## config.mk

```make
export PLATFORM = sky130hd
export DESIGN_NAME = fpu_issue_ctrl
export DESIGN_NICKNAME = d
export VERILOG_FILES = /design/src/rtl/fpu_issue_ctrl.sv
export SDC_FILE = /design/constraint.sdc
export NUM_CORES = 1
export LEC_CHECK = 0
export CAP_MARGIN = 10
export CORE_MARGIN = 1.5
export CORE_UTILIZATION = 55
export DETAILED_ROUTE_END_ITERATION = 10
export PLACE_DENSITY = 0.74
export SYNTH_ARGS = -nofsm -noshare
export SYNTH_HDL_FRONTEND = slang
export SYNTH_SLANG_ARGS = --single-unit
```

## constraint.sdc

```tcl
create_clock -name clk -period 5.9 [get_ports clk]
set_clock_uncertainty 0.05 [all_clocks]
set_input_delay 0.885 -clock clk [delete_from_list [all_inputs] [get_ports clk]]
set_output_delay 0.885 -clock clk [all_outputs]
set_load 0.02 [all_outputs]
```

## src/rtl/fpu_issue_ctrl.sv

```systemverilog
// FP issue control: per-register scoreboard plus a 4-deep writeback slot shifter.
// Define FPU_ISSUE_FWD_EN to let a consumer issue in its producer's writeback cycle.
module fpu_issue_ctrl (
  input  logic        clk,
  input  logic        rstn,
  input  logic        issue_valid,
  input  logic [4:0]  rd,
  input  logic [4:0]  rs1,
  input  logic [4:0]  rs2,
  input  logic        use_rs1,
  input  logic        use_rs2,
  input  logic        reg_write,
  input  logic [1:0]  lat,
  input  logic        flush,
  output logic        stall,
  output logic        issue_fire,
  output logic        wb_valid,
  output logic [4:0]  wb_rd,
  output logic [15:0] stall_cnt
);

  logic [2:0]  cnt_q [32];
  logic [2:0]  cnt_d [32];
  logic [3:0]  sv_q, sv_d;
  logic [4:0]  srd_q [4];
  logic [4:0]  srd_d [4];
  logic [15:0] scnt_q, scnt_d;

  logic       busy1, busy2;
  logic       raw, waw, port_hz;
  logic       wr;
  logic [2:0] lat1;

  assign lat1 = {1'b0, lat} + 3'd1;

`ifdef FPU_ISSUE_FWD_EN
  // Last countdown cycle is the writeback cycle, covered by the bypass.
  assign busy1 = cnt_q[rs1] > 3'd1;
  assign busy2 = cnt_q[rs2] > 3'd1;
`else
  assign busy1 = cnt_q[rs1] != 3'd0;
  assign busy2 = cnt_q[rs2] != 3'd0;
`endif

  assign raw = (use_rs1 & busy1) | (use_rs2 & busy2);
  assign waw = reg_write & (cnt_q[rd] != 3'd0);
  // Entry in slot lat+1 shifts into slot lat on this edge and would collide.
  assign port_hz = reg_write & (lat != 2'd3) & sv_q[lat1[1:0]];

  assign stall      = issue_valid & (raw | waw | port_hz);
  assign issue_fire = issue_valid & ~stall & ~flush;
  assign wr         = issue_fire & reg_write;

  assign wb_valid  = sv_q[0];
  assign wb_rd     = srd_q[0];
  assign stall_cnt = scnt_q;

  always_comb begin
    for (int i = 0; i < 32; i++) begin
      cnt_d[i] = (cnt_q[i] == 3'd0) ? 3'd0 : cnt_q[i] - 3'd1;
    end
    sv_d     = {1'b0, sv_q[3:1]};
    srd_d[0] = srd_q[1];
    srd_d[1] = srd_q[2];
    srd_d[2] = srd_q[3];
    srd_d[3] = 5'd0;
    if (wr) begin
      cnt_d[rd]  = lat1;
      sv_d[lat]  = 1'b1;
      srd_d[lat] = rd;
    end
    scnt_d = scnt_q;
    if (stall && scnt_q != 16'hFFFF) begin
      scnt_d = scnt_q + 16'd1;
    end
  end

  always_ff @(posedge clk or negedge rstn) begin
    if (!rstn) begin
      for (int i = 0; i < 32; i++) begin
        cnt_q[i] <= 3'd0;
      end
      for (int i = 0; i < 4; i++) begin
        srd_q[i] <= 5'd0;
      end
      sv_q   <= 4'd0;
      scnt_q <= 16'd0;
    end else begin
      for (int i = 0; i < 32; i++) begin
        cnt_q[i] <= cnt_d[i];
      end
      for (int i = 0; i < 4; i++) begin
        srd_q[i] <= srd_d[i];
      end
      sv_q   <= sv_d;
      scnt_q <= scnt_d;
    end
  end

endmodule

```

# Word-level counts from Yosys, hierarchy flattened

Index checks and enable logic that the tools add are counted.

$add $sub $neg: 34
$lt $le $gt $ge: 9
Eq/ne operators: 2
Mux-type cells: 54
Bitwise logic cells: 19
Reduce and logical (&&, ||, !) cells: 39

Operators by type and width:

| operator                                            | count |
|---|---|
| 2-to-1 mux 3 bit                                    | 39 |
| bitwise mux 96 bit                                  | 1 |
| logical NOT 3 bit                                   | 32 |
| 2-to-1 mux 96 bit                                   | 1 |
| subtractor 3 x 1 -> 3 bit (second input constant)   | 32 |
| binary-select mux 3 bit (select 5 bit)              | 3 |
| bitwise mux 20 bit                                  | 1 |
| 2-to-1 mux 20 bit                                   | 1 |
| >= comparator 6 bit (second input constant)         | 3 |
| NOT 5 -> 6 bit                                      | 3 |
| adder 16 x 1 -> 16 bit (second input constant)      | 1 |
| != test 16 bit (second input constant)              | 1 |
| demux 3 bit (select 5 bit)                          | 1 |
| demux 5 bit (select 2 bit)                          | 1 |
| AND 1 bit                                           | 9 |
| nonzero test 3 bit                                  | 3 |
| < comparator 2 x 3 -> 1 bit (second input constant) | 2 |
| < comparator 6 x 1 -> 1 bit (second input constant) | 1 |
| 2-to-1 mux 5 bit                                    | 1 |
| logical AND 1 bit                                   | 4 |
| 2-to-1 mux 4 bit                                    | 1 |
| OR 3 x 4 -> 4 bit                                   | 1 |
| adder 2 x 1 -> 3 bit (second input constant)        | 1 |
| >= comparator 3 bit (second input constant)         | 1 |
| other kinds (9)                                     | 13 |

Register bits: 136
Output and inout port bits: 24

# Depth between registers and ports, before layout

Word-level depth: 15
Mapped depth: 14

# Worst setup path before layout

No wires, ideal clock.

Path type: input port to output port
Start: input port lat[0]
End: output port stall
Arrival time: 3.348 ns
Required time: 4.965 ns
Path slack: 1.617 ns
Stages: 13
Buffers on the path: 4
Cells stage by stage: inv_1 -> clkbuf_1 -> ha_1 -> clkbuf_1 -> mux4_2 -> nand2_1 -> o41ai_1 -> or4_1 -> o21ai_1 -> and3b_1 -> buf_2 -> buf_2 -> nor2b_1

Cells in the longest elaborated chain, start to end: 6
Elaborated cells on any way between the ends: 8
Those cells by class: 1 x add/sub; 1 x eq/ne; 2 x mux; 4 x bitwise

Ends and longest elaborated chain:

| what                                   | RTL line | RTL |
|---|---|---|
| start: declaration                     | 13       | `input logic [1:0] lat,` |
| adder 2 x 1 -> 3 bit                   | 34       | `assign lat1 = {1'b0, lat} + 3'd1;` |
| binary-select mux 1 bit (select 2 bit) | 48       | `assign port_hz = reg_write & (lat != 2'd3) & sv_q[lat1[1:0]];` |
| 2-to-1 mux 1 bit (not written as such) | 48       |  |
| AND 1 bit (*)                          | 48       |  |
| OR 1 bit (*)                           | 50       | `assign stall = issue_valid & (raw \| waw \| port_hz);` |
| AND 1 bit (*)                          | 50       |  |
| end: declaration                       | 15       | `output logic stall,` |

Mark *: on every way between the ends. The rest lies on a longest branch, timed or not. The select of a mux whose other input is x is not followed.

# Final worst setup path

Start: input port rd[1]
End: output port issue_fire

Cells in the longest elaborated chain, start to end: 12

Ends and longest elaborated chain:

| what                                                | RTL line | RTL |
|---|---|---|
| start: declaration                                  | 7        | `input logic [4:0] rd,` |
| NOT 5 -> 6 bit (not written as such)                | 46       | `assign waw = reg_write & (cnt_q[rd] != 3'd0);` |
| binary-select mux 3 bit (select 5 bit)              | 46       |  |
| 2-to-1 mux 3 bit (not written as such) (2 in a row) | 46       |  |
| nonzero test 3 bit                                  | 46       |  |
| AND 1 bit                                           | 46       |  |
| OR 1 bit (2 in a row)                               | 50       |  |
| AND 1 bit                                           | 50       |  |
| NOT 1 bit                                           | 51       | `assign issue_fire = issue_valid & ~stall & ~flush;` |
| AND 1 bit (2 in a row)                              | 51       |  |
| end: declaration                                    | 16       | `output logic issue_fire,` |

No other way between the ends. The select of a mux whose other input is x is not followed.

==> impl_metrics.py <==
metrics = {
    "run_status": {
        "status": "finished clean",
    },
    "power_and_ir_drop": {
        "power.density_nw_per_um2": 264,
        "power.total_mw": 2.68,
        "peakVddDrop_mv": 0.203,
        "power.leakage_nw": 5.05,
    },
    "run": {
        "cap_violations": 0,
    },
    "placed_design": {
        "gp_congestion": 1.00,
        "io_buffers": 47,
        "pre_cts_ws_ps": 854,
        "placed_cells": 1051,
        "place_area_um2": 9580,
        "dp_hpwl_um": 16700,
    },
    "timing": {
        "rsz0062_at_grt": "no",
        "worst_pin_slew_ps": 855,
        "setup_viol": 0,
        "finalCritPeriodShare": 0.859,
        "min_period_ps": 5070,
        "hold_violations": 0,
        "fmax_ghz": 0.197,
        "worst_hold_slack_ps": 417,
        "tns_ps": 0,
        "maxSlewHeadroom": 0.430,
        "finalWorstSetupSlack_ps": 830,
        "finalMaxSlewViolations": 0,
    },
    "detailed_routing": {
        "wl_met3_um": 1530,
        "drt-total-wl_um": 22800,
        "vias_per_cell": 5.95,
        "wirelength_met1_um": 9310,
        "final_antenna_net_count": 0,
        "num_vias": 6439,
        "wl_met2_um": 11300,
        "drt-pass1-iter-count": 5,
        "wl_per_cell_um": 21.0,
        "drc_errors": 0,
        "top_layer": "met4",
        "drt_iter0_drc": 542,
    },
    "clocking": {
        "path_clk_slew_ps": 60,
        "cts_setup_buffers": 0,
        "cts_resized": 0,
        "cts_tree": "done",
        "cts_buffers": 17,
        "clockRootBuffer": "clkbuf_16",
        "cts_sinks": 136,
        "cts_hold_buf": 0,
        "clock_path_buffers": 2,
        "clock_latency_ps": 430,
        "h-tree-depth": 4,
    },
    "hold_path": {
        "min-delay-path-class": "flop to flop",
    },
    "final_layout": {
        "insertedDiodeCount": 0,
        "final_cell_mix": "dfrtp_1 (136), inv_1 (81), mux2_1 (81), ha_1 (69), nor2_1 (49)",
        "area_growth_pct": 14.2,
        "fin_area_um2": 10200,
        "nNetsFinal": 947,
        "layout-drive-gt1-share": 0.192,
        "final_cells": 1082,
        "final_core_util": 0.641,
        "final_common_cell": "dfrtp_1",
    },
    "setup_path": {
        "cp-endpoint": "issue_fire",
        "max_stage_delay_ps": 790,
        "cp-end-kind": "output pin",
        "cp_cell_sequence": "clkdlybuf4s50_1 > buf_4 > or4b_1 > a21oi_1 > o41ai_1 > or4_1 > o21ai_1 > and4b_1 > clkdlybuf4s50_1",
        "cp_data_arrival_time_ps": 4130,
        "startpoint": "rd[1]",
        "reg2reg_depth": 9,
        "r2r-end": "cnt_q[49]",
        "rr_startpoint": "cnt_q[55]",
        "crit_top_cell": "clkdlybuf4s50_1",
        "critPathSlowestCell": "clkdlybuf4s50_1",
        "crit_required_ps": 4970,
        "startpoint_type": "input port",
        "cp_max_fo": 9,
        "r2r_slack_ps": 2160,
        "worstSetupPathType": "input port to output pin",
    },
    "floorplanning": {
        "start_util": 0.561,
        "die_x_um": 130,
        "core_um2": 15900,
        "die_area_um2": 17000,
        "core.rowCount": 46,
        "die_y_um": 130,
        "ios": 48,
    },
    "synthesis": {
        "synth_cell_types": 65,
        "ys_seq_area_frac": 0.382,
        "yosys_warnings": 0,
        "ys_ff_latch": 136,
        "syn_avg_cell_area_um2": 11.0,
        "synthFlopType": "dfrtp_1",
        "async_flop_share": 1.00,
        "synth_area_um2": 8910,
        "synth_fp_nets": 900,
        "synthCells": 807,
        "synth_edf_count": 0,
    },
    "global_route": {
        "grt_overflow": 0,
        "grt_pass1_wl_um": 36300,
        "grt_antenna_before_repair": 0,
        "grt_max_degree": 82,
        "grt_pass1_vias": 6681,
        "grt_use_total": 0.288,
    },
}
-- sequential cells by signal (all words and copies together) (netlist names) --
signal / cells
cnt_q: 96
stall_cnt: 16
srd_q: 15
wb_rd: 5
sv_q: 4
-- layer usage --
metal,global-route usage,vias to the layer above
li1,-,2935
met3,0.0681,45
met2,0.472,226
met1,0.370,3233
met4,0.114,0
met5,0,-
-- worst max-delay path: cells and delay by family --
family / cells / cell delay, ps
and+or+nand+nor: 3 / 1200
AOI/OAI and AO/OA: 3 / 400
buffers and inverters: 3 / 1640
-- cell usage after synthesis, types with 4 or more instances --
cell type  number  area share
a2111oi_0       6      0.0059
a21oi_1         8      0.0045
a31oi_1         5      0.0035
and2_1          6      0.0042
buf_2          12      0.0067
buf_4           9      0.0076
buf_6           8       0.010
clkbuf_1       15      0.0063
dfrtp_1       136        0.38
ha_1           69       0.097
inv_1          81       0.034
mux2_1         81        0.10
mux2i_1         4      0.0045
mux4_2         13       0.033
nand2_1        47       0.020
nand2b_1        8      0.0056
nand3_1         5      0.0028
nand3b_1        4      0.0034
nor2_1         49       0.021
nor3_1         38       0.021
nor3_2          4      0.0045
nor3_4         29       0.053
nor3b_1         6      0.0051
nor4_1         16       0.011
nor4b_1         5      0.0049
o21ai_0         4      0.0022
o221ai_2       31       0.052
o41ai_1         4      0.0039
or2_1          10      0.0070
or2_2          25       0.018
or3_1           7      0.0049
xor2_1         10      0.0098
-- area by class of cell --
cell class / instances / area, um^2
Clock buffer: 19 / 443
Clock inverter: 12 / 151
Fill cell: 1263 / 5710
Inverter: 81 / 304
Multi-Input combinational cell: 545 / 4930
Sequential cell: 136 / 3400
Tap cell: 216 / 270
Timing Repair Buffer: 73 / 679
-- where the power goes --
group	total, mW	internal [mW]	switching (mW)
Combinational	0.536	0.216	0.320
Sequential	1.07	0.996	0.0730
Clock	1.08	0.672	0.406
-- worst min-delay path by stage --
stage | start | end | slack, ps | cells after the start
after global routing | srd_q[2] | srd_q[7] | 430 | 1
after detailed placement | srd_q[8] | srd_q[13] | 400 | 1
final | srd_q[2] | srd_q[7] | 420 | 1
after CTS | srd_q[6] | srd_q[11] | 420 | 1
after global placement | srd_q[4] | srd_q[9] | 390 | 1
after floorplan | sv_q[3] | sv_q[2] | 380 | 1
-- logic make-up after synthesis --
kind of cell / after synthesis / synth area share
compound gates: 80 / 0.0922
xor+xnor: 13 / 0.0128
fa+ha+maj: 69 / 0.0968
buf+inv: 126 / 0.0665
flops: 136 / 0.382
mux: 100 / 0.142
simple gates: 283 / 0.208
(Power assumes the default switching activity.)
